**src/rtl/clock_pkg.sv**
```systemverilog
// -----------------------------------------------------------------------------
// clock_pkg
// Shared definitions for the millennium clock: field indices of the counter
// chain, the RUN/SET mode encoding and small helpers for field selection.
// Used by set_mode_ctrl, btn_repeat and the counter/display blocks.
// -----------------------------------------------------------------------------
package clock_pkg;

    localparam int NUM_FIELDS = 6;

    localparam logic [2:0] FIELD_SEC   = 3'd0;
    localparam logic [2:0] FIELD_MIN   = 3'd1;
    localparam logic [2:0] FIELD_HOUR  = 3'd2;
    localparam logic [2:0] FIELD_DAY   = 3'd3;
    localparam logic [2:0] FIELD_MONTH = 3'd4;
    localparam logic [2:0] FIELD_YEAR  = 3'd5;

    typedef enum logic {
        ST_RUN = 1'b0,
        ST_SET = 1'b1
    } state_t;

    // Field after f, wrapping from year back to seconds.
    function automatic logic [2:0] next_field(input logic [2:0] f);
        return (f == FIELD_YEAR) ? FIELD_SEC : f + 3'd1;
    endfunction

    // One-hot select for field f (bit i = field i).
    function automatic logic [NUM_FIELDS-1:0] field_onehot(input logic [2:0] f);
        logic [NUM_FIELDS-1:0] one;
        one = {{(NUM_FIELDS-1){1'b0}}, 1'b1};
        return one << f;
    endfunction

endpackage

```
**src/rtl/btn_repeat.sv**
```systemverilog
// -----------------------------------------------------------------------------
// btn_repeat
// Rising-edge detector plus optional hold/repeat timer for one direction
// button. Both outputs are single-cycle requests; the parent decides whether
// a request becomes a strobe.
//
// Ports:
//   clk, rst_n  clock, asynchronous active-low reset
//   edge_en     0 in the first cycle after reset so a held button gives no edge
//   level       debounced button level
//   clr         drop any repeat in progress (also blocks arming on this edge)
//   btn_edge    level rose this cycle
//   rep_pulse   auto-repeat request (hold expired or repeat interval elapsed)
//
// Build option: AUTO_REPEAT_EN builds the hold/repeat timer; without it
// rep_pulse is tied low and no counters exist.
// -----------------------------------------------------------------------------
module btn_repeat
    import clock_pkg::*;
#(
    parameter int unsigned HOLD_CYCLES   = 25000000,
    parameter int unsigned REPEAT_CYCLES = 5000000
) (
    input  logic clk,
    input  logic rst_n,
    input  logic edge_en,
    input  logic level,
    input  logic clr,
    output logic btn_edge,
    output logic rep_pulse
);

    logic prev;

    always_ff @(posedge clk or negedge rst_n) begin
        if (!rst_n) begin
            prev <= 1'b0;
        end else begin
            prev <= level;
        end
    end

    assign btn_edge = edge_en & level & ~prev;

`ifdef AUTO_REPEAT_EN
    // cnt holds the number of cycles since the last strobe decision, so a
    // match against the limit in cycle N yields a strobe in cycle N+1.
    logic        active;
    logic        in_repeat;
    logic [31:0] cnt;
    logic [31:0] limit;

    assign limit = in_repeat ? 32'(REPEAT_CYCLES) : 32'(HOLD_CYCLES);

    // Not gated by clr: the parent gates it, and clr itself depends on
    // whether a strobe goes out this cycle.
    assign rep_pulse = active & level & (cnt == limit);

    always_ff @(posedge clk or negedge rst_n) begin
        if (!rst_n) begin
            active    <= 1'b0;
            in_repeat <= 1'b0;
            cnt       <= 32'd0;
        end else if (clr || !level) begin
            active    <= 1'b0;
            in_repeat <= 1'b0;
            cnt       <= 32'd0;
        end else if (btn_edge) begin
            active    <= 1'b1;
            in_repeat <= 1'b0;
            cnt       <= 32'd1;
        end else if (active) begin
            if (cnt == limit) begin
                cnt       <= 32'd1;
                in_repeat <= 1'b1;
            end else begin
                cnt <= cnt + 32'd1;
            end
        end
    end
`else
    logic unused_cfg;
    assign unused_cfg = clr ^ (HOLD_CYCLES == REPEAT_CYCLES);
    assign rep_pulse  = 1'b0;
`endif

endmodule

```
**src/rtl/set_mode_ctrl.sv**
```systemverilog
// -----------------------------------------------------------------------------
// set_mode_ctrl
// Time-setting controller for the sec/min/hour/day/month/year counter chain.
// A RUN/SET FSM driven by four debounced buttons selects one field, issues
// single-cycle inc/dec strobes to that field's counter and blinks its display.
//
// Handshake: there is no valid/ready pairing here. Buttons are levels; each
// accepted rising edge (or auto-repeat tick) produces exactly one cycle of
// inc or dec in the following cycle, and the counter must act on every
// strobe cycle. Within one cycle mode edge > next edge > up/down; a lower
// priority edge is discarded, never deferred.
//
// Ports:
//   clk, rst_n   clock, asynchronous active-low reset
//   btn_mode     rising edge toggles RUN/SET
//   btn_next     rising edge advances the selected field (SET only)
//   btn_up       increment request (SET only)
//   btn_down     decrement request (SET only)
//   set_mode     1 while in SET
//   field_sel    selected field 0..5, 0 in RUN
//   ctrl_set     one-hot of field_sel in SET, 0 in RUN
//   inc, dec     one-cycle strobes, never together
//   blink        1 = selected field visible; 1 in RUN
//   dbg_state    current FSM state
//
// Build option: AUTO_REPEAT_EN enables hold-to-repeat on up/down.
// -----------------------------------------------------------------------------
module set_mode_ctrl
    import clock_pkg::*;
#(
    parameter int unsigned HOLD_CYCLES    = 25000000,
    parameter int unsigned REPEAT_CYCLES  = 5000000,
    parameter int unsigned TIMEOUT_CYCLES = 500000000,
    parameter int unsigned BLINK_CYCLES   = 12500000
) (
    input  logic                  clk,
    input  logic                  rst_n,
    input  logic                  btn_mode,
    input  logic                  btn_next,
    input  logic                  btn_up,
    input  logic                  btn_down,
    output logic                  set_mode,
    output logic [2:0]            field_sel,
    output logic [NUM_FIELDS-1:0] ctrl_set,
    output logic                  inc,
    output logic                  dec,
    output logic                  blink,
    output state_t                dbg_state
);

    state_t      state;
    logic        edge_en;
    logic        mode_prev;
    logic        next_prev;
    logic [31:0] tmo_cnt;
    logic [31:0] blink_cnt;

    logic mode_e;
    logic next_e;
    logic up_e;
    logic down_e;
    logic up_rep;
    logic down_rep;
    logic in_set;
    logic both_held;
    logic inc_req;
    logic dec_req;
    logic strobe_req;
    logic tmo_exit;
    logic rep_clr;

    assign mode_e = edge_en & btn_mode & ~mode_prev;
    assign next_e = edge_en & btn_next & ~next_prev;

    assign in_set    = (state == ST_SET);
    assign both_held = btn_up & btn_down;

    // A direction request only becomes a strobe when no higher-priority edge
    // is present and the opposite button is released.
    assign inc_req    = in_set & ~mode_e & ~next_e & ~btn_down & (up_e | up_rep);
    assign dec_req    = in_set & ~mode_e & ~next_e & ~btn_up & (down_e | down_rep);
    assign strobe_req = inc_req | dec_req;

    assign tmo_exit = in_set & ~mode_e & ~next_e & ~up_e & ~down_e & ~strobe_req
                    & (tmo_cnt == 32'(TIMEOUT_CYCLES - 1));

    assign rep_clr = ~in_set | mode_e | next_e | both_held | tmo_exit;

    btn_repeat #(
        .HOLD_CYCLES   (HOLD_CYCLES),
        .REPEAT_CYCLES (REPEAT_CYCLES)
    ) u_rep_up (
        .clk       (clk),
        .rst_n     (rst_n),
        .edge_en   (edge_en),
        .level     (btn_up),
        .clr       (rep_clr),
        .btn_edge  (up_e),
        .rep_pulse (up_rep)
    );

    btn_repeat #(
        .HOLD_CYCLES   (HOLD_CYCLES),
        .REPEAT_CYCLES (REPEAT_CYCLES)
    ) u_rep_down (
        .clk       (clk),
        .rst_n     (rst_n),
        .edge_en   (edge_en),
        .level     (btn_down),
        .clr       (rep_clr),
        .btn_edge  (down_e),
        .rep_pulse (down_rep)
    );

    always_ff @(posedge clk or negedge rst_n) begin
        if (!rst_n) begin
            state     <= ST_RUN;
            set_mode  <= 1'b0;
            field_sel <= FIELD_SEC;
            ctrl_set  <= '0;
            inc       <= 1'b0;
            dec       <= 1'b0;
            blink     <= 1'b1;
            tmo_cnt   <= 32'd0;
            blink_cnt <= 32'd0;
            edge_en   <= 1'b0;
            mode_prev <= 1'b0;
            next_prev <= 1'b0;
        end else begin
            // Edges are masked for one cycle after reset while the previous
            // registers pick up the real button levels.
            edge_en   <= 1'b1;
            mode_prev <= btn_mode;
            next_prev <= btn_next;
            inc       <= inc_req;
            dec       <= dec_req;

            case (state)
                ST_RUN: begin
                    set_mode  <= 1'b0;
                    field_sel <= FIELD_SEC;
                    ctrl_set  <= '0;
                    blink     <= 1'b1;
                    blink_cnt <= 32'd0;
                    tmo_cnt   <= 32'd0;
                    if (mode_e) begin
                        state    <= ST_SET;
                        set_mode <= 1'b1;
                        ctrl_set <= field_onehot(FIELD_SEC);
                    end
                end

                ST_SET: begin
                    if (mode_e || tmo_exit) begin
                        state     <= ST_RUN;
                        set_mode  <= 1'b0;
                        field_sel <= FIELD_SEC;
                        ctrl_set  <= '0;
                        blink     <= 1'b1;
                        blink_cnt <= 32'd0;
                        tmo_cnt   <= 32'd0;
                    end else begin
                        if (next_e || up_e || down_e || strobe_req) begin
                            tmo_cnt <= 32'd0;
                        end else begin
                            tmo_cnt <= tmo_cnt + 32'd1;
                        end

                        if (next_e) begin
                            field_sel <= next_field(field_sel);
                            ctrl_set  <= field_onehot(next_field(field_sel));
                        end

                        // Restart the blink phase whenever the user touches
                        // the field so the new value is shown immediately.
                        if (next_e || strobe_req) begin
                            blink     <= 1'b1;
                            blink_cnt <= 32'd0;
                        end else if (blink_cnt == 32'(BLINK_CYCLES - 1)) begin
                            blink     <= ~blink;
                            blink_cnt <= 32'd0;
                        end else begin
                            blink_cnt <= blink_cnt + 32'd1;
                        end
                    end
                end

                default: state <= ST_RUN;
            endcase
        end
    end

    assign dbg_state = state;

endmodule

```
**config.mk**
```make
export PLATFORM = sky130hd
export DESIGN_NAME = set_mode_ctrl
export DESIGN_NICKNAME = d
export VERILOG_FILES = /design/src/rtl/clock_pkg.sv /design/src/rtl/btn_repeat.sv /design/src/rtl/set_mode_ctrl.sv
export SDC_FILE = /design/constraint.sdc
export NUM_CORES = 1
export LEC_CHECK = 0
export BUFFER_PORTS_ARGS = -buffer_cell sky130_fd_sc_hd__buf_2
export CORE_MARGIN = 1.5
export CORE_UTILIZATION = 37
export CTS_BUF_LIST = sky130_fd_sc_hd__clkbuf_16
export DETAILED_ROUTE_END_ITERATION = 12
export GPL_ROUTABILITY_DRIVEN = 0
export GPL_TIMING_DRIVEN = 0
export PLACE_DENSITY = 0.63
export SLEW_MARGIN = 40
export SYNTH_ARGS = -nofsm -noshare
export SYNTH_HDL_FRONTEND = slang
export SYNTH_HIERARCHICAL = 1
export SYNTH_SLANG_ARGS = --single-unit
```
**constraint.sdc**
```tcl
create_clock -name clk -period 2.5 [get_ports clk]
set_clock_uncertainty 0.15 [all_clocks]
set_input_delay 0.25 -clock clk [delete_from_list [all_inputs] [get_ports clk]]
set_output_delay 0.25 -clock clk [all_outputs]
set_load 0.01 [all_outputs]
```
# [Word-level counts from Yosys, hierarchy flattened]
# Cells that the tools add are included.
[totals] reg_bits=83 latch_bits=0 ram_bits=0 mem_bits_ro=0 inputBits=6 output_inout_bits=14 wordCells=85 mem_count=0
[op_classes] n_addsub=3 multipliers=0 div_mod_pow=0 magnitude_cmp=0 eq_ne=6 n_shift=1 mux=24 bitwise_logic=32 reduce_logical=5
[ops] op="two-way mux 32 bit" n=5
[ops] op="one-hot mux 32 bit (2 select lines)" n=2
[ops] op="adder 32 x 1 -> 32 bit, second input constant" n=2
[ops] op="== test 32 x 24 -> 1 bit, second input constant" n=1
[ops] op="== test 32 x 29 -> 1 bit, second input constant" n=1
[ops] op="AND 1 bit" n=18
[ops] op="NOT 1 bit" n=13
[ops] op="two-way mux 6 bit" n=2
[ops] op="one-hot mux 6 bit (2 select lines)" n=1
[ops] op="two-way mux 3 bit" n=3
[ops] op="two-way mux 1 bit" n=7
[ops] op="one-hot mux 1 bit (2 select lines)" n=3
[ops] op="one-hot mux 3 bit (2 select lines)" n=1
[ops] op="left shift 1 x 3 -> 6 bit, first input constant" n=1
[ops] op="logical OR 1 bit" n=5
[ops] op="inequality test 4 x 1 -> 1 bit, second input constant" n=1
[ops] op="adder 3 x 1 -> 3 bit, second input constant" n=1
[ops] op="== test 3 bit, second input constant" n=1
[ops] op="inequality test 3 x 1 -> 1 bit, second input constant" n=1
[ops] op="inequality test 2 x 1 -> 1 bit, second input constant" n=1
[ops] op="bitwise OR 1 bit" n=1

# [Depth between registers and ports, before layout]
[depth] word_depth=14 mapped_depth=8 mapped_depth_nobuf=6

# [Cells and area by module]
# Netlist, hierarchy kept.
[by_module_without_submodules] mod="set_mode_ctrl" instances=1 cells_per_inst=408 area_each_um2=4031.4 seq_area_each_um2=2028.2
[by_module_without_submodules] mod="btn_repeat" instances=2 cells_per_inst=4 area_each_um2=45.0 seq_area_each_um2=25.0

# [Worst setup path after synthesis]
# Ideal clock, no wire load.
[synth_timing] path_kind="register -> register" start="register edge_en" end="register blink_cnt[11]" setup_time_ns=0.136 arrival_time_ns=1.833 required_ns=2.214 slack_ns=0.380 stages_incl_launch_ff=9 n_path_buf=2 period_less_slack_ns=2.120 cell_sequence="dfrtp_1 and3b_1 nor2_1 o221ai_1 nand4b_1 o21ai_0 buf_2 buf_1 nor3_1"
[synth_via] word_cells_on_any_way=29 cone_classes="mux (3); bitwise (24); reduce/logical (2)"
[synth_rtl] element="start: declaration" line="set_mode_ctrl.sv:52" source="logic edge_en;"
[synth_rtl] element="start signal: assignment" line="set_mode_ctrl.sv:126" source="edge_en <= 1'b0;"
[synth_rtl] element="start signal: assignment" line="set_mode_ctrl.sv:132" source="edge_en <= 1'b1;"
[synth_rtl] element="AND 1 bit * (2 in series)" line="btn_repeat.sv:43" source="assign btn_edge = edge_en & level & ~prev;"
[synth_rtl] element="named net up_e" line="set_mode_ctrl.sv:60" source="logic up_e;"
[synth_rtl] element="NOT 1 bit / AND 1 bit (equally long branches)" line="set_mode_ctrl.sv:84, set_mode_ctrl.sv:80"
[synth_rtl] element="AND 1 bit / bitwise OR 1 bit (equally long branches)" line="set_mode_ctrl.sv:84, set_mode_ctrl.sv:82"
[synth_rtl] element="AND 1 bit / NOT 1 bit (equally long branches)" line="set_mode_ctrl.sv:84" source="assign tmo_exit = in_set & ~mode_e & ~next_e & ~up_e & ~down_e & ~strobe_req"
[synth_rtl] element="AND 1 bit" line="set_mode_ctrl.sv:84"
[synth_rtl] element="AND 1 bit" line="set_mode_ctrl.sv:85" source="& (tmo_cnt == 32'(TIMEOUT_CYCLES - 1));"
[synth_rtl] element="logical OR 1 bit" line="set_mode_ctrl.sv:154" source="if (mode_e || tmo_exit) begin"
[synth_rtl] element="two-way mux 32 bit *" line="set_mode_ctrl.sv:154"
[synth_rtl] element="one-hot mux 32 bit (2 select lines) *" line="set_mode_ctrl.sv:138" source="case (state)"
[synth_rtl] element="end signal: assignment" line="set_mode_ctrl.sv:183" source="blink_cnt <= blink_cnt + 32'd1;"
[synth_rtl] element="end: declaration" line="set_mode_ctrl.sv:56" source="logic [31:0] blink_cnt;"
# The timed path passes the listed nets; every way through them passes the cells marked *.
# A chain may end at the register's enable or synchronous reset.

# [Worst setup path after layout]
[layout_timing] start="register edge_en" end="register field_sel[1]"
[layout_via] word_cells_on_any_way=28 cone_classes="eq/ne (1); mux (2); bitwise (24); reduce/logical (1)"
[layout_rtl] element="AND 1 bit * (2 in series)" line="btn_repeat.sv:43"
[layout_rtl] element="named net up_e" line="set_mode_ctrl.sv:60"
[layout_rtl] element="NOT 1 bit / AND 1 bit (equally long branches)" line="set_mode_ctrl.sv:84, set_mode_ctrl.sv:80"
[layout_rtl] element="AND 1 bit / bitwise OR 1 bit (equally long branches)" line="set_mode_ctrl.sv:84, set_mode_ctrl.sv:82"
[layout_rtl] element="AND 1 bit / NOT 1 bit (equally long branches)" line="set_mode_ctrl.sv:84"
[layout_rtl] element="AND 1 bit *" line="set_mode_ctrl.sv:84"
[layout_rtl] element="AND 1 bit *" line="set_mode_ctrl.sv:85"
[layout_rtl] element="logical OR 1 bit *" line="set_mode_ctrl.sv:154"
[layout_rtl] element="two-way mux 3 bit" line="set_mode_ctrl.sv:154"
[layout_rtl] element="one-hot mux 3 bit (2 select lines)" line="set_mode_ctrl.sv:138"
[layout_rtl] element="end signal: assignment" line="set_mode_ctrl.sv:170" source="field_sel <= next_field(field_sel);"
[layout_rtl] element="end: declaration" line="set_mode_ctrl.sv:43" source="output logic [2:0] field_sel,"
# Marks and branches as above.

==> results.json <==
{
  "critPathKind": "flop to flop",
  "final_nets": 460,
  "dr_total_vias": 3171,
  "fp.coreArea_sq_mm": 0.0108,
  "vias_per_cell": 5.31,
  "drv_cap": 0,
  "first_global_vias": 3161,
  "cts_num_sinks": 83,
  "hpwl_um": 5990,
  "clkSlewWorstSetupHoldPaths_ps": 70,
  "r2r_start": "edge_en",
  "stdcell_area_sq_mm": 0.00478,
  "ff2ff_path_depth": 8,
  "crit_start": "edge_en",
  "grt.total_usage": 0.163,
  "place_area_sq_mm": 0.00442,
  "gr-total-overflow": 0,
  "worst_ep_required_time_ps": 2570,
  "synth_cells": 415,
  "syn_nets": 423,
  "drtIter0Drc": 164,
  "regToRegSetupSlack_ps": 180,
  "syn_area_sq_mm": 0.00411,
  "numPortBuffers": 19,
  "worst_pin_slew_ps": 693,
  "arrival_ps": 2380,
  "start_util": 0.380,
  "p_leak_nw": 1.98,
  "cts_tree": "yes",
  "fp-row-count": 38,
  "r2r-end": "field_sel[1]",
  "report.final.slew_viol_count": 0,
  "hold_viol_final": 0,
  "p_per_area_mw_per_mm2": 624,
  "max_freq_mhz": 432,
  "drive_gt1_frac": 0.142,
  "fp.dieH_um": 108,
  "drc": 0,
  "first_pass_iters": 7,
  "cts_buffer_depth": 2,
  "endpoint_kind": "flop",
  "worstHoldPathCells": 3,
  "min_path_type": "input port to flop",
  "antenna_cells": 0,
  "critPathMaxFanout": 10,
  "antenna_found_initial": 0,
  "wire_per_inst_um": 14.4,
  "max_slew_margin": 0.535,
  "syn_avg_cell_area_sq_um": 9.91,
  "clk_latency_ps": 340,
  "fin_crit_sh": 0.927,
  "ys_warn_count": 6,
  "antenna_left": 0,
  "numCtsBuffers": 9,
  "htree_levels": 3,
  "dp.cells": 575,
  "crit_path_end": "field_sel[1]",
  "ctsRootBufferMaster": "clkbuf_16",
  "peakVddDrop_v": 0.000368,
  "hold_path.startpoint": "btn_down",
  "die_w_um": 108,
  "grt_pass1_wl_um": 15200,
  "critPathLaunchType": "flop",
  "fp.dieArea_sq_mm": 0.0118,
  "finalSetupViolCount": 0,
  "final_cells": 597,
  "nFillCells": 1032,
  "drt-total-wl_um": 8590,
  "min_period_ps": 2320,
  "grt_max_degree": 46,
  "areaGrowthSynthToFinish_pct": 16.3,
  "pin_count": 20,
  "status": "finished, final reports clean",
  "hold_ws_ps": 148,
  "rsz0062_at_grt": "no"
}
## layout by cell type, fill, tap and decap left out, types with 4 or more instances in the layout
cell / instances
and3_1: 11
and4_1: 7
buf_2: 29
buf_4: 6
clkbuf_1: 8
clkbuf_16: 9
dfrtp_1: 82
dlygate4sd3_1: 5
inv_1: 16
nand2_1: 24
nand3_1: 24
nand4_1: 23
nand4b_1: 6
nor2_1: 13
nor3_1: 66
nor4_1: 7
o21ai_0: 6
o22ai_1: 4
xnor2_1: 15
xor2_1: 44
## sequential cells by signal, indices dropped and copies added (netlist names)
name / cells
edge_en: 1
blink: 1
u_rep_up/prev: 1
blink_cnt: 32
field_sel: 3
set_mode: 1
dbg_state: 1
mode_prev: 1
u_rep_down/prev: 1
dec: 1
ctrl_set: 6
inc: 1
tmo_cnt: 32
next_prev: 1
## critical path, stage by stage, from the launching register on
cell	delay [ps]
dfrtp_1	420
and3b_1	190
nor2_1	120
o221ai_2	170
nand4b_1	300
o21ai_1	230
buf_4	220
buf_2	260
a31oi_1	120
## per-stage QoR
step	setup TNS [ps]	setup WS [ps]	power (mW)	utilization
after floorplan	0	380	1.57	-
final	0	183	2.98	0.441
after global routing	0	17.5	3.11	0.441
after global placement	-10390	-280	1.68	0.404
after CTS	0	14.1	3.01	0.440
after detailed placement	-9730	-276	1.69	0.408
## repair_timing
item / in CTS / in global routing
buffers inserted: 1 / 0
endpoints found under the hold margin: 42 / 0
resized for setup: 3 / 4
setup endpoints to repair: 69 / 69
hold buffers: 5 / 0
## metal layers
layer,share of wire,global-route usage,vias to the layer above
li1,-,-,1546
met5,0,0,-
met4,0.015,0.0479,0
met3,0.030,0.0440,12
met1,0.50,0.220,1564
met2,0.46,0.258,49
## power by group
group,internal (mW),switching (mW),leakage [nW]
Clock,0.702,0.613,0.138
Combinational,0.0825,0.194,0.706
Sequential,1.37,0.0265,1.14
## worst min-delay path by stage
stage,endpoint,slack (ps)
final,inc,150
after global routing,inc,180
after floorplan,blink_cnt[0],-200
after detailed placement,dbg_state,30
after global placement,mode_prev,220
after CTS,inc,110
## layout make-up
cell class | instances | area (sq um) | share of cell area
clock buffers | 9 | 225 | 0.0471
clock inverters | 7 | 66.3 | 0.0139
well taps | 140 | 175 | 0.0366
inverters | 16 | 60.1 | 0.0126
multi-input cells | 291 | 1860 | 0.390
plain buffers | 25 | 128 | 0.0267
repair buffers | 26 | 186 | 0.0390
flip-flops and latches | 83 | 2080 | 0.434
No activity file was read; power rests on OpenSTA's default activity.
